===== config.mk =====
export PLATFORM = sky130hd
export DESIGN_NAME = mesi_coherence_ctrl
export DESIGN_NICKNAME = d
export VERILOG_FILES = /design/src/rtl/mesi_coherence_ctrl.sv
export SDC_FILE = /design/constraint.sdc
export NUM_CORES = 1
export LEC_CHECK = 0
export CAP_MARGIN = 5
export CORE_MARGIN = 2
export CORE_UTILIZATION = 40
export CTS_CLUSTER_DIAMETER = 80
export CTS_CLUSTER_SIZE = 40
export DETAILED_ROUTE_END_ITERATION = 16
export PLACE_DENSITY = 0.57
export SETUP_SLACK_MARGIN = 0.5
export SYNTH_ARGS = -nofsm -noshare
export SYNTH_HDL_FRONTEND = slang
export SYNTH_SLANG_ARGS = --single-unit

===== constraint.sdc =====
create_clock -name clk -period 6.25 [get_ports clk]
set_clock_uncertainty 0.15 [all_clocks]
set_input_delay 0.9375 -clock clk [delete_from_list [all_inputs] [get_ports clk]]
set_output_delay 0.9375 -clock clk [all_outputs]
set_load 0.005 [all_outputs]

===== src/rtl/mesi_coherence_ctrl.sv =====
`default_nettype none
// ============================================================================
// Module      : mesi_coherence_ctrl
// Description : MESI coherence controller for the last-level cache. Keeps a
//               SETS x WAYS array of 2-bit line states and serialises CPU
//               requests, bus snoops and evictions through a four-state FSM
//               (IDLE -> EVAL -> [BUS ->] RESP -> IDLE). Bus transactions use
//               a valid/ack handshake.
// Ports       :
//   clk            rising-edge clock
//   rst            asynchronous active-low reset
//   req_valid/req_ready, req_cmd, req_set, req_way, req_hit  request channel
//   bus_valid, bus_op, bus_ack, bus_shared                   bus channel
//   rsp_valid, rsp_state, snoop_result, rsp_flush            response pulse
//   protocol_err   sticky error flag (illegal snoop / reserved command)
// Revision    : 1.0 - initial release
// ============================================================================
module mesi_coherence_ctrl #(
    parameter int SETS  = 16,
    parameter int WAYS  = 4,
    parameter int SET_W = $clog2(SETS),
    parameter int WAY_W = (WAYS > 1 ? $clog2(WAYS) : 1)
) (
    input  logic             clk,
    input  logic             rst,
    input  logic             req_valid,
    output logic             req_ready,
    input  logic [2:0]       req_cmd,
    input  logic [SET_W-1:0] req_set,
    input  logic [WAY_W-1:0] req_way,
    input  logic             req_hit,
    output logic             bus_valid,
    output logic [1:0]       bus_op,
    input  logic             bus_ack,
    input  logic             bus_shared,
    output logic             rsp_valid,
    output logic [1:0]       rsp_state,
    output logic [1:0]       snoop_result,
    output logic             rsp_flush,
    output logic             protocol_err
);

    // FSM encoding
    localparam logic [1:0] ST_IDLE = 2'd0;
    localparam logic [1:0] ST_EVAL = 2'd1;
    localparam logic [1:0] ST_BUS  = 2'd2;
    localparam logic [1:0] ST_RESP = 2'd3;

    // Line states
    localparam logic [1:0] C_M = 2'd0;
    localparam logic [1:0] C_E = 2'd1;
    localparam logic [1:0] C_S = 2'd2;
    localparam logic [1:0] C_I = 2'd3;

    // Commands
    localparam logic [2:0] C_CPU_RD   = 3'd0;
    localparam logic [2:0] C_CPU_WR   = 3'd1;
    localparam logic [2:0] C_SNP_RD   = 3'd2;
    localparam logic [2:0] C_SNP_RDX  = 3'd3;
    localparam logic [2:0] C_SNP_UPGR = 3'd4;
    localparam logic [2:0] C_EVICT    = 3'd5;

    // Bus operations
    localparam logic [1:0] C_BUSRD   = 2'd0;
    localparam logic [1:0] C_BUSRDX  = 2'd1;
    localparam logic [1:0] C_BUSUPGR = 2'd2;
    localparam logic [1:0] C_FLUSH   = 2'd3;

    // Snoop results
    localparam logic [1:0] C_NOHIT = 2'd0;
    localparam logic [1:0] C_HIT   = 2'd1;
    localparam logic [1:0] C_HITM  = 2'd2;

    logic [1:0]       state_q;
    logic [2:0]       cmd_q;
    logic [SET_W-1:0] set_q;
    logic [WAY_W-1:0] way_q;
    logic             hit_q;
    logic [1:0]       rsp_state_q;
    logic [1:0]       snoop_q;
    logic             flush_q;
    logic             we_q;
    logic [1:0]       op_q;
    logic             err_q;
    logic [1:0]       mesi_q [SETS][WAYS];

    // Decision made in EVAL
    logic [1:0] eff_d;
    logic [1:0] nxt_d;
    logic [1:0] snoop_d;
    logic [1:0] op_d;
    logic       flush_d;
    logic       we_d;
    logic       bus_d;
    logic       err_d;

    // Array write port
    logic       wr_en_d;
    logic [1:0] wr_val_d;

    always_comb begin
        eff_d   = req_hit_line();
        nxt_d   = eff_d;
        snoop_d = C_NOHIT;
        op_d    = C_BUSRD;
        flush_d = 1'b0;
        we_d    = 1'b0;
        bus_d   = 1'b0;
        err_d   = 1'b0;
        case (cmd_q)
            C_CPU_RD: begin
                if (eff_d == C_I) begin
                    // Final E/S is resolved from bus_shared at ack time
                    bus_d = 1'b1;
                    op_d  = C_BUSRD;
                    nxt_d = C_E;
                    we_d  = 1'b1;
                end
            end
            C_CPU_WR: begin
                nxt_d = C_M;
                we_d  = (eff_d != C_M);
                if (eff_d == C_S) begin
                    bus_d = 1'b1;
                    op_d  = C_BUSUPGR;
                end else if (eff_d == C_I) begin
                    bus_d = 1'b1;
                    op_d  = C_BUSRDX;
                end
            end
            C_SNP_RD, C_SNP_RDX: begin
                if (eff_d != C_I) begin
                    nxt_d   = (cmd_q == C_SNP_RD) ? C_S : C_I;
                    we_d    = 1'b1;
                    snoop_d = (eff_d == C_M) ? C_HITM : C_HIT;
                    flush_d = (eff_d == C_M);
                end
            end
            C_SNP_UPGR: begin
                if (eff_d == C_S) begin
                    nxt_d   = C_I;
                    we_d    = 1'b1;
                    snoop_d = C_HIT;
                end else if (eff_d != C_I) begin
                    // Another cache upgrading while we hold E/M is illegal
                    err_d = 1'b1;
                end
            end
            C_EVICT: begin
                if (eff_d != C_I) begin
                    nxt_d = C_I;
                    we_d  = 1'b1;
                    if (eff_d == C_M) begin
                        bus_d   = 1'b1;
                        op_d    = C_FLUSH;
                        flush_d = 1'b1;
                    end
                end
            end
            default: begin
                nxt_d = C_I;
                err_d = 1'b1;
            end
        endcase
    end

    // Effective state: a tag miss is treated as Invalid regardless of the
    // stale contents of the victim way.
    function automatic logic [1:0] req_hit_line();
        return hit_q ? mesi_q[set_q][way_q] : C_I;
    endfunction

    always_comb begin
        wr_en_d  = 1'b0;
        wr_val_d = nxt_d;
        if (state_q == ST_EVAL) begin
            wr_en_d  = we_d & ~bus_d;
            wr_val_d = nxt_d;
        end else if (state_q == ST_BUS) begin
            wr_en_d  = we_q & bus_ack;
            wr_val_d = (cmd_q == C_CPU_RD) ? (bus_shared ? C_S : C_E) : rsp_state_q;
        end
    end

    always_ff @(posedge clk or negedge rst) begin
        if (!rst) begin
            for (int s = 0; s < SETS; s++) begin
                for (int w = 0; w < WAYS; w++) begin
                    mesi_q[s][w] <= C_I;
                end
            end
        end else if (wr_en_d) begin
            mesi_q[set_q][way_q] <= wr_val_d;
        end
    end

    always_ff @(posedge clk or negedge rst) begin
        if (!rst) begin
            state_q     <= ST_IDLE;
            cmd_q       <= 3'd0;
            set_q       <= '0;
            way_q       <= '0;
            hit_q       <= 1'b0;
            rsp_state_q <= C_I;
            snoop_q     <= C_NOHIT;
            flush_q     <= 1'b0;
            we_q        <= 1'b0;
            op_q        <= C_BUSRD;
            err_q       <= 1'b0;
        end else begin
            case (state_q)
                ST_IDLE: begin
                    if (req_valid) begin
                        cmd_q   <= req_cmd;
                        set_q   <= req_set;
                        way_q   <= req_way;
                        hit_q   <= req_hit;
                        state_q <= ST_EVAL;
                    end
                end
                ST_EVAL: begin
                    rsp_state_q <= nxt_d;
                    snoop_q     <= snoop_d;
                    flush_q     <= flush_d;
                    we_q        <= we_d;
                    op_q        <= op_d;
                    err_q       <= err_q | err_d;
                    state_q     <= bus_d ? ST_BUS : ST_RESP;
                end
                ST_BUS: begin
                    if (bus_ack) begin
                        if (cmd_q == C_CPU_RD) begin
                            rsp_state_q <= bus_shared ? C_S : C_E;
                        end
                        state_q <= ST_RESP;
                    end
                end
                default: begin
                    state_q <= ST_IDLE;
                end
            endcase
        end
    end

    assign req_ready    = (state_q == ST_IDLE);
    assign bus_valid    = (state_q == ST_BUS);
    assign bus_op       = bus_valid ? op_q : C_BUSRD;
    assign rsp_valid    = (state_q == ST_RESP);
    assign rsp_state    = rsp_valid ? rsp_state_q : C_I;
    assign snoop_result = rsp_valid ? snoop_q : C_NOHIT;
    assign rsp_flush    = rsp_valid & flush_q;
    assign protocol_err = err_q;

endmodule
`default_nettype wire


==> results.md <==
* Detailed-route wire length at 17500 um
* Initial Utilization at 41.1%
* Netlist Area Pre-Place at 7750 um2
* 1st-pass router iterations at 4
* H-Tree Depth at 4
* Hpwl dp at 11400 um
* Post-CTS setup buffer count at 0
* Setup TNS at 0 ns
* Crit path DAT at 5.63 ns
* Vias in the first global route at 5217
* Synth area leaders: dfstp_2 44%, mux2_2 20%, mux4_2 7.9%
* Area leader, netlist: dfstp_2
* Setup Viol. Count Final at 0
* Syn. warnings at 0
* Final slew viol count at 0
* Post-CTS Hold Buffers at 0
* Die W at between 100 and 150 um
* Reg-to-Reg Start: set_q[1]
* R2r worst-path depth at 14
* Mapped Nets at 614
* F_max at 0.184 GHz
* CTS buffer count at 17
* Cells after Synth at 590
* I/O pin total at 26
* Most frequent cell after synthesis: mux2_2
* Top cell types by occurrence after synthesis: 138 x mux2_2, 130 x dfstp_2, 76 x nand2_1
* Worst Hold Class: flop to flop
* Crit Path Max Fanout at 35
* CP Class: flop to flop
* Clock sinks at 149
* Share of cells above drive strength 1 at 55.5%
* Min Clock Period, post-route at 5.44 ns
* Pleak at 0.00352 uW
* Clk buf depth at 2
* Via count at 4775
* Chip Height at ~140 um
* Global-route wire length before repair at 28400 um
* Total gr overflow at 0
* RSZ-0062 raised after global routing: false
* Post-DR vias/cell at approximately 5.5
* GPL Wtd Cong at 0.869
* FFs w/ async S/R, synth at 100%
* Worst VDD drop at 261 uV
* PwrDens at 505 nW/um2
* Synthesized flop and latch total at 149
* GRT Util Overall at 18.4%
* Synth top area share at 44.1%
* Crit share post-route at 87.0%
* Largest net degree at the start of global routing at 111
* Clock root buffer: clkbuf_16
* WL/cell at between 15 and 20 um
* Area of the core at ~19000 um2
* Fillers at 1646
* # diodes at 0
* Reg2Reg Setup Slack at 0.81 ns
* Slew @ Worst Pin at 1.10 ns
* Area Growth Syn to Fin at 14.0%
* Clock transition at the registers of the reported paths at 0.06 ns
* Number of cell rows at 50
* CTS tree: done
* Number of flops mapped to enable cells by yosys at 0
* Ys flop type: dfstp_2
* Final hold violations at 0
* Max Cap Viol at 0
* DRT antenna net count at 0
* Req. time, crit path at 6.44 ns
* Avg Inst Size Synth at 13.1 um2
* Port bufs at 25
* Initial antenna violation count at 0
* Hold Worst Slack at 0.324 ns
* Worst Setup SP: set_q[1]
* Worst setup path end: mesi_q[74]
* Worst setup SP type: flop
* DRT iter0 DRCs at 225
* Worst skew pair latency at 0.42 ns
* Distinct cells, synth at between 40 and 50
* Slew headroom at 25.7%
* Post_cts resized at 0
* Worst R2R End: mesi_q[74]
* Outcome: completed
* Nets at 627
* Register area share after synthesis at about half
* Crit end category: flop
* DIE AREA at about 20000 um2
* DRC errors left at 0
-- cells by family after synthesis --
group	count (synthesis)	share of synthesized area, %
AO/OA/AOI/OAI	41	3.68
adder cells (fa/ha/maj)	9	1.45
buffers and inverters	50	3.46
flip-flops	149	50.2
multiplexers	190	32.0
AND/OR/NAND/NOR	151	9.17
-- how the worst min path moves through the flow --
stage	to	startpoint	depth (start not counted)
after floorplan	protocol_err	protocol_err	1
after global placement	protocol_err	protocol_err	1
after detailed placement	protocol_err	protocol_err	1
after CTS	protocol_err	protocol_err	1
after global routing	protocol_err	protocol_err	1
final	protocol_err	protocol_err	1
-- registers in the layout (all words and copies together) (netlist names) --
name          cells
mesi_q          128
set_q             4
cmd_q             3
op_q              2
rsp_state_q       2
snoop_q           2
state_q           2
way_q             2
flush_q           1
hit_q             1
protocol_err      1
we_q              1
-- metal layers --
layer,part of all wire (%),vias up,GRT usage (%)
met5,0,-,0
met4,1.3,0,5.05
met3,2.6,19,3.92
met2,50,70,31.4
met1,46,2518,23.7
li1,-,2168,-
-- where the power goes --
| part | internal, uW | switching, uW | leakage (uW) |
|---|---|---|---|
| clock | 727 | 380 | 0.000314 |
| sequential | 1410 | 354 | 0.00157 |
| combinational | 730 | 863 | 0.00163 |
| total | 2860 | 1600 | 0.00352 |
-- cells in the final DEF (no fill, tap or decap), types with 9 or more instances in the layout --
cell             count
a21oi_1             10
clkbuf_16           17
clkdlybuf4s50_1     24
dfrtp_1             17
dfstp_2            130
ha_1                 9
inv_1               12
mux2_2             138
mux2i_1             14
mux4_2              27
nand2_1             76
nand2b_1            12
nor2_1              20
nor3_1               9
-- per-stage QoR --
stage	cell area, um2	setup slack [ns]	power, uW	cells	utilization [%]
3_3_place_gp	8180	0.792	3330	844	43.5
4_1_cts	8820	0.527	4520	876	46.9
6_report	8830	0.814	4460	876	46.9
3_5_place_dp	8180	0.568	3380	844	43.5
2_1_floorplan	7750	1.68	2900	590	-
5_1_grt	8830	0.531	4740	876	46.9
-- critical path, cell delays in order, from the launching register on --
cell,delay (ns)
dfrtp_4,0.81
mux4_2,0.61
mux2i_1,0.24
mux4_2,0.30
nor2_1,0.05
nor4_1,0.63
inv_1,0.16
ha_1,0.28
mux2_2,0.29
nand2_1,0.07
o211ai_1,0.18
o22ai_2,0.37
and3b_1,0.60
and2_1,0.26
mux2_2,0.35
-- cell type report --
| type | instances | area, um2 | area share [%] |
|---|---|---|---|
| Clock buffer | 22 | 464 | 5.26 |
| Clock inverter | 10 | 178 | 2.01 |
| Inverter | 12 | 45.0 | 0.510 |
| Multi-Input combinational cell | 391 | 3600 | 40.8 |
| Sequential cell | 149 | 3900 | 44.2 |
| Tap cell | 260 | 325 | 3.68 |
| Timing Repair Buffer | 32 | 317 | 3.59 |
(Power assumes the default switching activity.)
